--- config.mk ---
export PLATFORM = sky130hd
export DESIGN_NAME = add_seq_wide_flat
export DESIGN_NICKNAME = d
export VERILOG_FILES = /design/src/rtl/add_seq_wide_if.sv /design/src/rtl/add_seq_wide.sv /design/src/flat_wrapper.sv
export SDC_FILE = /design/constraint.sdc
export NUM_CORES = 1
export LEC_CHECK = 0
export ABC_AREA = 1
export BUFFER_PORTS_ARGS = -buffer_cell sky130_fd_sc_hd__buf_2
export CAP_MARGIN = 30
export CORE_MARGIN = 1.5
export CORE_UTILIZATION = 45
export DETAILED_ROUTE_END_ITERATION = 10
export MAX_ROUTING_LAYER = met4
export PLACE_DENSITY = 0.79
export SYNTH_ARGS = -nofsm -noshare
export SYNTH_HDL_FRONTEND = slang
export SYNTH_SLANG_ARGS = --single-unit
export TNS_END_PERCENT = 30
--- constraint.sdc ---
create_clock -name clk -period 1.77 [get_ports clk]
set_clock_uncertainty 0.05 [all_clocks]
set_input_delay 0.0885 -clock clk [delete_from_list [all_inputs] [get_ports clk]]
set_output_delay 0.0885 -clock clk [all_outputs]
set_load 0.02 [all_outputs]
--- src/rtl/add_seq_wide_if.sv ---
// Operand/result bus of the nibble-serial wide adder.
// The master supplies operands and start. The slave returns busy/done and the held result.
interface add_seq_wide_if #(
    parameter int NIBBLES = 4
);
    localparam int W = 4 * NIBBLES;

    logic         start;
    logic [W-1:0] a;
    logic [W-1:0] b;
    logic         ci;
    logic         busy;
    logic         done;
    logic [W-1:0] s;
    logic         co;

    modport master (
        output start, a, b, ci,
        input  busy, done, s, co
    );

    modport slave (
        input  start, a, b, ci,
        output busy, done, s, co
    );
endinterface

--- src/rtl/add_seq_wide.sv ---
// Nibble-serial wide adder sequencer.
// Drives one external 4-bit adder stage one nibble per clock and registers the carry
// between nibbles, so a 4*NIBBLES-bit add takes NIBBLES cycles plus one DONE cycle.
module add_seq_wide #(
    parameter int NIBBLES = 4
) (
    input  logic                clk,
    input  logic                rst_n,
    add_seq_wide_if.slave       bus,
    output logic [3:0]          add_a,
    output logic [3:0]          add_b,
    output logic                add_ci,
    input  logic [3:0]          add_s,
    input  logic                add_co
);
    localparam int W     = 4 * NIBBLES;
    localparam int IDX_W = (NIBBLES > 1) ? $clog2(NIBBLES) : 1;
    localparam logic [IDX_W-1:0] LAST_IDX = IDX_W'(NIBBLES - 1);

    typedef enum logic [1:0] {
        IDLE = 2'd0,
        RUN  = 2'd1,
        DONE = 2'd2
    } state_t;

    state_t           state_q, state_d;
    logic [W-1:0]     a_q, a_d;
    logic [W-1:0]     b_q, b_d;
    logic [W-1:0]     s_q, s_d;
    logic             carry_q, carry_d;
    logic             co_q, co_d;
    logic [IDX_W-1:0] idx_q, idx_d;

    // Present the current operand nibbles and running carry to the adder stage, only in RUN.
    always_comb begin
        add_a  = 4'h0;
        add_b  = 4'h0;
        add_ci = 1'b0;
        if (state_q == RUN) begin
            add_ci = carry_q;
            for (int n = 0; n < NIBBLES; n++) begin
                if (idx_q == IDX_W'(n)) begin
                    add_a = a_q[4*n +: 4];
                    add_b = b_q[4*n +: 4];
                end
            end
        end
    end

    // Next-state logic: accept start in IDLE/DONE, step one nibble per cycle in RUN.
    always_comb begin
        state_d = state_q;
        a_d     = a_q;
        b_d     = b_q;
        s_d     = s_q;
        carry_d = carry_q;
        co_d    = co_q;
        idx_d   = idx_q;
        unique case (state_q)
            IDLE, DONE: begin
                if (bus.start) begin
                    a_d     = bus.a;
                    b_d     = bus.b;
                    carry_d = bus.ci;
                    idx_d   = '0;
                    state_d = RUN;
                end else begin
                    state_d = IDLE;
                end
            end
            RUN: begin
                for (int n = 0; n < NIBBLES; n++) begin
                    if (idx_q == IDX_W'(n)) begin
                        s_d[4*n +: 4] = add_s;
                    end
                end
                carry_d = add_co;
                if (idx_q == LAST_IDX) begin
                    co_d    = add_co;
                    idx_d   = '0;
                    state_d = DONE;
                end else begin
                    idx_d   = idx_q + 1'b1;
                end
            end
            default: state_d = IDLE;
        endcase
    end

    // State and datapath registers; asynchronous reset aborts any add in flight.
    always_ff @(posedge clk or negedge rst_n) begin
        if (!rst_n) begin
            state_q <= IDLE;
            a_q     <= '0;
            b_q     <= '0;
            s_q     <= '0;
            carry_q <= 1'b0;
            co_q    <= 1'b0;
            idx_q   <= '0;
        end else begin
            state_q <= state_d;
            a_q     <= a_d;
            b_q     <= b_d;
            s_q     <= s_d;
            carry_q <= carry_d;
            co_q    <= co_d;
            idx_q   <= idx_d;
        end
    end

    assign bus.busy = (state_q == RUN);
    assign bus.done = (state_q == DONE);
    assign bus.s    = s_q;
    assign bus.co   = co_q;
endmodule

--- src/flat_wrapper.sv ---
// flat-port wrapper written by rule: the top's interface ports become plain ports
module add_seq_wide_flat 
#(
    parameter int NIBBLES = 4
)
  (clk, rst_n, add_a, add_b, add_ci, add_s, add_co, bus_start, bus_a, bus_b, bus_ci, bus_busy, bus_done, bus_s, bus_co);
  add_seq_wide_if #(.NIBBLES(NIBBLES)) bus_i ();
  input  logic clk;
  input  logic rst_n;
  output logic [3:0] add_a;
  output logic [3:0] add_b;
  output logic add_ci;
  input  logic [3:0] add_s;
  input  logic add_co;
  input wire logic [$bits(bus_i.start)-1:0] bus_start;
  input wire logic [$bits(bus_i.a)-1:0] bus_a;
  input wire logic [$bits(bus_i.b)-1:0] bus_b;
  input wire logic [$bits(bus_i.ci)-1:0] bus_ci;
  output wire logic [$bits(bus_i.busy)-1:0] bus_busy;
  output wire logic [$bits(bus_i.done)-1:0] bus_done;
  output wire logic [$bits(bus_i.s)-1:0] bus_s;
  output wire logic [$bits(bus_i.co)-1:0] bus_co;
  assign bus_i.start = bus_start;
  assign bus_i.a = bus_a;
  assign bus_i.b = bus_b;
  assign bus_i.ci = bus_ci;
  assign bus_busy = bus_i.busy;
  assign bus_done = bus_i.done;
  assign bus_s = bus_i.s;
  assign bus_co = bus_i.co;
  add_seq_wide #(.NIBBLES(NIBBLES)) u_core (.clk(clk), .rst_n(rst_n), .bus(bus_i), .add_a(add_a), .add_b(add_b), .add_ci(add_ci), .add_s(add_s), .add_co(add_co));
endmodule
==> results.yml <==
sta:
  rsz0062_at_grt: "yes"
  fin_crit_sh_pct: 100.7
  layout_setup_ws_ps: -12.19
  slew_violations: 0
  tightest_slew_ps: 665.9
  clock.fmax_mhz: 561.1
  period_minus_slack_ps: 1782
  hold_viol: 1
  setup_viol: 2
  maxSlewHeadroom_pct: 55.60
  holdWs_ps: -1.238
floorplanning:
  start_util_pct: 47.24
  rows: 26
  die_w_um: 76.69
  die_area_mm2: 0.005881
  core_area_mm2: 0.005172
  die-height_um: 76.69
  pin_count: 69
worst_setup_path:
  cp.required_ps: 1630
  path_max_fanout: 8
  critPathCaptureType: "output pin"
  critPathArrivalTime_ps: 1640
  startpoint_type: "register"
  path_class: "reg2out"
power:
  comb_power_share_pct: 54.1
  p_leak_uw: 0.001873
  seqPwrFrac_pct: 35.0
  p_clk_share_pct: 11.0
  power_uw: 6463
  power.internal_uw: 3517
  ir_worst_vdd_mv: 0.8460
  powerDensity_mw_per_mm2: 1824
  p_sw_share_pct: 45.58
  switchingPower_uw: 2946
place:
  place_congestion: 0.7960
  postPlaceCellArea_mm2: 0.002879
  hpwl_um: 4041
  io_buffers: 68
yosys:
  yosys.area.top_type: "dfrtp_1"
  ys_warn_count: 0
  netlist_area_mm2: 0.002444
  syn-num-nets: 347
  seq_area_frac_synth_pct: 55.30
  synthCells: 302
  synth_cell_types: 16
  ys_ff_latch: 54
  syn_avg_cell_area_um2: 8.091
  yosys-top-cells-area: "dfrtp_1 55%, nand2_1 19%, nand3_1 9.2%"
  netlist.area_leader.share_pct: 55.30
detailed_routing:
  vias: 2459
  ant_nets: 0
  routed_via_density: 5.134
  routedWlPerCell_um: 14.22
  routed_wl_um: 6812
  drtIter0Drc: 188
  dr.pass1.iters: 5
  drc_errors: 0
clock_tree:
  cts_tree: "yes"
  clk_pin_slew_ps: 100
  cts_buffers: 5
  htree_levels: 2
  clockBufferDepth: 2
  clock-sinks: 54
  insertion_delay_ps: 310
  root_buffer: "clkbuf_8"
final_layout:
  register_area_mm2: 0.001355
  drive_gt1_share_pct: 31.30
  diodes: 0
  syn2layout_area_growth_pct: 45.01
  final_area_mm2: 0.003543
  utilization_pct: 68.51
  layout.nets: 453
  final_cell_mix: "121 x nand2_1, 60 x buf_2, 51 x dfrtp_1"
  fillCellCount: 404
  layout_commonest_cell: "nand2_1"
  multiInputGateArea_mm2: 0.001107
outcome:
  status: "complete, but fails checks"
  violations: "negative hold slack, negative setup slack"
global_route:
  grt_overflow_total: 0
  antenna_found_initial: 0
  grt_pass1_vias: 2305
  track_usage_pct: 23.15
  grt_max_degree: 55
  grt_first_pass_wirelength_um: 10670
worst_hold_path:
  min_path_type: "in2reg"
flow_run:
  max-cap-violations: 0
## synth_stat cells, drive strengths merged
library cell / number
a21oi: 8
buf: 7
clkbuf: 7
clkinv: 1
dfrtp: 54
ha: 4
inv: 14
nand2: 124
nand3: 45
nor2: 19
o21ai: 19
## worst max-delay path, cell delays in order, from the launching register on
cell	delay (ps)
dfrtp_2	470
inv_4	70
ha_4	170
inv_2	150
nor2_1	80
nor2_2	110
nand2_1	70
nand2_1	80
buf_6	120
## logic make-up (layout without fill, tap and decap cells)
family	after synthesis	count (layout)	share of synthesized area, %
simple gates	188	188	31.59
flops	54	54	55.30
buf+inv	29	136	4.762
compound gates	27	27	6.298
fa+ha+maj	4	4	2.048
## final timing paths
path	from	endpoint	slack (ps)	depth (start not counted)
setup reg to reg	u_core.idx_q[1]	u_core.idx_q[0]	310	6
setup / recovery	u_core.idx_q[0]	add_b[1]	-10	8
hold / removal	add_co	u_core.bus.co	-1	3
min in group asynchronous	rst_n	u_core.bus.s[2]	370	3
hold reg to reg	u_core.b_q[14]	u_core.b_q[14]	430	2
max in group asynchronous	rst_n	u_core.idx_q[0]	810	3
## area by class of cell
| cell class | instances | share of cell area [%] |
|---|---|---|
| tap | 70 | 2.472 |
| sequential | 54 | 38.24 |
| multi-input combinational | 219 | 31.25 |
| clock inverter | 3 | 0.7062 |
| clock buffer | 5 | 1.942 |
| timing repair buffer | 113 | 23.62 |
| inverter | 15 | 1.766 |
## power groups by stage
| stage | clock network [uW] | logic [uW] | registers (uW) |
|---|---|---|---|
| finish | 710 | 3490 | 2260 |
| global route | 775 | 3840 | 2340 |
| CTS | 721 | 2850 | 2190 |
| detailed placement | 0 | 2730 | 2200 |
| global placement | 0 | 2630 | 2180 |
| floorplan | 0 | 1640 | 2360 |
## per-stage QoR
step	instances	setup TNS [ps]	worst slack, ps
finish	479	-22.36	-12.19
floorplan	302	0	349.8
detailed placement	435	0	275.1
global route	479	-562.1	-117.5
global placement	435	0	281.5
CTS	475	0	1.421
## state kept, by name, summed over array words and instances (netlist names)
name            count
u_core.a_q         16
u_core.b_q         16
u_core.bus.co       1
u_core.bus.s       16
u_core.carry_q      1
u_core.idx_q        2
u_core.state_q      2
## metal layers
layer | track usage, % | routed length, um
met1 | 29.41 | 2793
met2 | 39.29 | 3570
met3 | 3.452 | 363
met4 | 5.185 | 85
met5 | - | 0
## repair_timing
item,4_1_cts,5_1_grt
hold endpoints to repair,85,0
gates resized for setup,12,49
hold buffers,32,0
setup buffers,0,2
pin swaps,0,9
cloned,0,2
setup endpoints to repair,8,8
Note: power is estimated with default switching activity, not from simulation.
